--- src/rtl/dmem_requester.sv ---
// dmem_requester: MEM-stage initiator for the multi-cycle data RAM.
// Optional macro DMEM_TIMEOUT_EN aborts accesses that stay busy for TIMEOUT ACCESS cycles.
module dmem_requester #(
    parameter int WIDTH     = 32,
    parameter int ADDRWIDTH = 32,
    parameter int TIMEOUT   = 64
) (
    input  logic                 clk_i,
    input  logic                 rst_ni,
    input  logic                 cpu_read_i,
    input  logic                 cpu_write_i,
    input  logic [ADDRWIDTH-1:0] cpu_addr_i,
    input  logic [WIDTH-1:0]     cpu_wdata_i,
    output logic                 stall_o,
    output logic [WIDTH-1:0]     cpu_rdata_o,
    output logic                 cpu_rdata_valid_o,
    output logic                 mem_read_o,
    output logic                 mem_write_o,
    output logic [ADDRWIDTH-1:0] mem_addr_o,
    output logic [WIDTH-1:0]     mem_wdata_o,
    input  logic                 mem_busy_i,
    input  logic [WIDTH-1:0]     mem_rdata_i,
    output logic                 err_o
);

    typedef enum logic [1:0] {IDLE, ACCESS, RDATA} state_t;

    state_t           state_q;
    logic             op_write_q;
    logic [WIDTH-1:0] rdata_q;
    logic             timeout_hit;

`ifdef DMEM_TIMEOUT_EN
    logic [7:0] cnt_q;
    logic       err_q;

    // Counter sits at zero in IDLE, so it reads k in the k-th ACCESS cycle (k from 0).
    assign timeout_hit = (state_q == ACCESS) && mem_busy_i && (cnt_q == 8'(TIMEOUT - 1));
    assign err_o       = err_q;

    always_ff @(posedge clk_i or negedge rst_ni) begin
        if (!rst_ni) begin
            cnt_q <= '0;
            err_q <= 1'b0;
        end else begin
            if (state_q == ACCESS) begin
                cnt_q <= cnt_q + 8'd1;
            end else begin
                cnt_q <= '0;
            end
            if (timeout_hit) begin
                err_q <= 1'b1;
            end
        end
    end
`else
    assign timeout_hit = 1'b0;
    assign err_o       = 1'b0;
`endif

    always_ff @(posedge clk_i or negedge rst_ni) begin
        if (!rst_ni) begin
            state_q     <= IDLE;
            op_write_q  <= 1'b0;
            mem_read_o  <= 1'b0;
            mem_write_o <= 1'b0;
            mem_addr_o  <= '0;
            mem_wdata_o <= '0;
            rdata_q     <= '0;
        end else begin
            case (state_q)
                IDLE: begin
                    // Write takes priority when both requests are present.
                    if (cpu_write_i || cpu_read_i) begin
                        op_write_q  <= cpu_write_i;
                        mem_write_o <= cpu_write_i;
                        mem_read_o  <= ~cpu_write_i;
                        mem_addr_o  <= cpu_addr_i;
                        mem_wdata_o <= cpu_wdata_i;
                        state_q     <= ACCESS;
                    end
                end
                ACCESS: begin
                    if (timeout_hit || !mem_busy_i) begin
                        mem_read_o  <= 1'b0;
                        mem_write_o <= 1'b0;
                        state_q     <= (op_write_q || timeout_hit) ? IDLE : RDATA;
                    end
                end
                RDATA: begin
                    rdata_q <= mem_rdata_i;
                    state_q <= IDLE;
                end
                default: state_q <= IDLE;
            endcase
        end
    end

    always_comb begin
        stall_o = 1'b0;
        case (state_q)
            IDLE:    stall_o = cpu_read_i | cpu_write_i;
            ACCESS:  stall_o = (mem_busy_i | ~op_write_q) & ~timeout_hit;
            default: stall_o = 1'b0;
        endcase
    end

    assign cpu_rdata_valid_o = (state_q == RDATA);
    assign cpu_rdata_o       = (state_q == RDATA) ? mem_rdata_i : rdata_q;

endmodule

--- config.mk ---
export PLATFORM = sky130hd
export DESIGN_NAME = dmem_requester
export DESIGN_NICKNAME = d
export VERILOG_FILES = /design/src/rtl/dmem_requester.sv
export SDC_FILE = /design/constraint.sdc
export NUM_CORES = 1
export LEC_CHECK = 0
export CAP_MARGIN = 20
export CELL_PAD_IN_SITES_DETAIL_PLACEMENT = 1
export CELL_PAD_IN_SITES_GLOBAL_PLACEMENT = 1
export CORE_MARGIN = 2
export CORE_UTILIZATION = 34
export CTS_BUF_LIST = sky130_fd_sc_hd__clkbuf_16
export DETAILED_ROUTE_END_ITERATION = 6
export DONT_BUFFER_PORTS = 1
export PLACE_DENSITY_LB_ADDON = 0.05
export SYNTH_ARGS = -nofsm -noshare
export SYNTH_HDL_FRONTEND = slang
export SYNTH_SLANG_ARGS = --single-unit
--- constraint.sdc ---
create_clock -name clk_i -period 3.55 [get_ports clk_i]
set_input_delay 0.71 -clock clk_i [delete_from_list [all_inputs] [get_ports clk_i]]
set_output_delay 0.71 -clock clk_i [all_outputs]
set_load 0.02 [all_outputs]
==> impl_metrics.yaml <==
clock_network:
  cts_tree: "built"
  cts_buffers: 9
  cts_resized: 0
  clock_latency_ns: 0.34
  clk_pin_slew_ns: 0.06
  h-tree-depth: 3
  ctsRootBufferMaster: "clkbuf_16"
  clkSinkCount: 101
  clock_path_buffers: 2
  postCtsSetupBuffers: 0
  hold_buffers: 0
synth:
  synth-xor-area-share_pct: 0
  async_flop_share_pct: 100
  post_synth_inst_count: 228
  yosysMostFrequentCell: "dfrtp_1"
  synthTopCellsByArea: "dfrtp_1 61%, mux2_4 22%, mux2_1 5.7%"
  synthFlopType: "dfrtp_1"
  synthAdderAreaFrac_pct: 0
  ys_types: 23
  synth-simple-area-share_pct: 1.09
  synth_top_family_by_area: "multiplexers"
  synth-seq-cells: 101
  synth_edf_count: 0
  yosysWarnings: 0
  synth-compound-area-share_pct: 1.57
  netlist_area_mm2: 0.00413
  yosysTopAreaCellShare_pct: 61.1
  synth_area_per_cell_um2: 18.1
  syn-num-nets: 329
  synth.yosys.seq_area_share_pct: 61.1
  yosysTopAreaCell: "dfrtp_1"
  synthMuxAreaShare_pct: 31.6
  synth_common_cells: "101 x dfrtp_1, 60 x mux2_4, 21 x mux2_1, 15 x mux2_2, 7 x buf_12"
power:
  seqPwrFrac_pct: 52.0
  ir_drop_mv: 0.360
  power.leakage_nw: 1.99
  switching_power_mw: 1.98
  switching_share_pct: 39.7
  power.internal_mw: 3.01
  clkPwrFrac_pct: 16.9
  comb_power_share_pct: 31.1
  power_density_mw_per_mm2: 1120
sta:
  rsz0062_at_grt: "false"
  setup_tns_ns: 0
  max_slew_margin_pct: 47.0
  slew_violations: 0
  finalWorstPathRequiredPeriod_ns: 2.84
  worst_pin_slew_ns: 0.790
  fin_skew_ns: 0.00615
  hold_violations: 0
  timing.fmax_mhz: 352
  timing.hold.ws_ns: 0.0653
  final-setup-viol-count: 0
  post-route-period-util_pct: 79.9
grt:
  grt_pass1_vias: 2247
  grt_use_total_pct: 12.7
  antenna_found_initial: 0
  grt_overflow_total: 0
  grt_max_degree: 102
  grt_pass1_wl_um: 12500
detailed_routing:
  postRouteAntennaNets: 0
  num_vias: 1920
  drc: 0
  wire_per_inst_um: 21.5
  dr.first_iter.drc_count: 57
  wl_um: 8160
  drt_pass1_iterations: 3
  viasPerCell: 5.05
final_layout:
  final_layout_size_suffix_gt1_share_pct: 39.5
  final_area_mm2: 0.00443
  syn2layout_area_growth_pct: 7.23
  final_nets: 331
  antenna_cells: 0
placement:
  port_buffers: 0
  detailed_place_hpwl_um: 5890
  placed_cell_area_mm2: 0.00416
  routabilityCongestion: 0.775
die:
  die_w_um: 114
  core_mm2: 0.0120
  initial_core_util_pct: 34.6
  ios: 202
  die_h_um: 114
  rows: 40
  dieArea_mm2: 0.0131
setup_path:
  r2r_slack_ns: 1.57
  path_max_fanout: 16
  critical_path_required_ns: 2.84
  timing.rr.start: "state_q[0]"
  rr_endpoint: "mem_wdata_o[1]"
  critPathKind: "flop to primary output"
  worstPathArrival_ns: 2.13
  worst_setup_path_start_kind: "flop"
  worst_setup_path_end_kind: "primary output"
  r2r_cells: 4
status:
  status: "finished clean"
job:
  maxCapViolations: 0
min_path:
  min_path_type: "input pin to async pin"
## area by class of cell
type                       count  area, µm²
clock buffer                   9        225
clock inverter                 5       22.5
fill                        1202       7530
inverter                       3       11.3
multi-input combinational    112       1420
sequential                   101       2530
tap                          147        184
timing repair buffer           3       42.5
## registers in the layout (all words and copies together), names as in the netlist
name,cells
mem_addr_o,32
mem_wdata_o,32
rdata_q,32
state_q,2
mem_read_o,1
mem_write_o,1
op_write_q,1
## kinds of logic after synthesis
kind of cell,after synthesis
other,1
AO/OA/AOI/OAI,8
buffers and inverters,15
multiplexers,96
AND/OR/NAND/NOR,7
flip-flops,101
## cells in the final DEF, fill, tap and decap left out
| cell type | synthesis | layout |
|---|---|---|
| nor2_2 | 1 | 1 |
| o22ai_1 | 1 | 1 |
| nand2_1 | 1 | 1 |
| mux2_2 | 15 | 15 |
| mux2_1 | 21 | 21 |
| a2bb2oi_1 | 1 | 1 |
| a22o_1 | 1 | 1 |
| nor2b_1 | 1 | 1 |
| buf_16 | 0 | 1 |
| nor2_4 | 1 | 1 |
| o21a_4 | 1 | 1 |
| clkinvlp_4 | 0 | 1 |
| clkbuf_16 | 0 | 9 |
| inv_2 | 1 | 1 |
| a211oi_1 | 1 | 1 |
| o32ai_1 | 1 | 1 |
| nor3b_1 | 1 | 1 |
| conb_1 | 1 | 1 |
| inv_1 | 2 | 4 |
| dfrtp_1 | 101 | 101 |
| a21oi_1 | 2 | 2 |
| nor3_1 | 2 | 2 |
| mux2_4 | 60 | 60 |
| clkinv_1 | 0 | 2 |
| buf_4 | 4 | 2 |
## worst max-delay path, stage by stage (launching register included)
cell and delay (ns):
dfrtp_1 0.47, inv_2 0.09, nor2_4 0.47, buf_4 0.29
mux2_1 0.45
## power by group through the flow
| stage | combinational, mW | sequential (mW) | clock, mW |
|---|---|---|---|
| 5_1_grt | 1.65 | 2.66 | 0.931 |
| 4_1_cts | 1.57 | 2.60 | 0.886 |
| 3_3_place_gp | 1.51 | 2.62 | 0 |
| 2_1_floorplan | 1.53 | 2.46 | 0 |
| 3_5_place_dp | 1.57 | 2.61 | 0 |
| 6_report | 1.55 | 2.59 | 0.843 |
## routing by layer
metal	vias to the layer above	track usage, %	part of all wire, %
met4	0	6.83	1.9
li1	798	-	-
met3	10	4.61	9.5
met1	993	14.0	37
met2	119	21.5	51
met5	-	0	0
## how the worst max path moves through the flow
stage | slack [ns] | from | cells after the start | to
after global routing | 0.58 | state_q[1] | 4 | cpu_rdata_o[7]
after floorplan | 1.51 | mem_busy_i | 2 | stall_o
after detailed placement | 1.07 | state_q[1] | 4 | cpu_rdata_o[7]
final | 0.71 | state_q[1] | 4 | cpu_rdata_o[2]
after global placement | 1.15 | state_q[1] | 4 | cpu_rdata_o[5]
after CTS | 0.69 | state_q[1] | 4 | cpu_rdata_o[7]
## metrics by stage
| stage | util [%] | worst slack (ns) | power [mW] | instances |
|---|---|---|---|---|
| after floorplan | - | 1.51 | 3.99 | 228 |
| after global routing | 37.1 | 0.582 | 5.24 | 380 |
| final | 37.1 | 0.713 | 4.98 | 380 |
| after CTS | 36.8 | 0.689 | 5.06 | 379 |
| after global placement | 34.8 | 1.15 | 4.13 | 365 |
| after detailed placement | 34.8 | 1.07 | 4.18 | 365 |
Power figures use the tool's default switching activity.
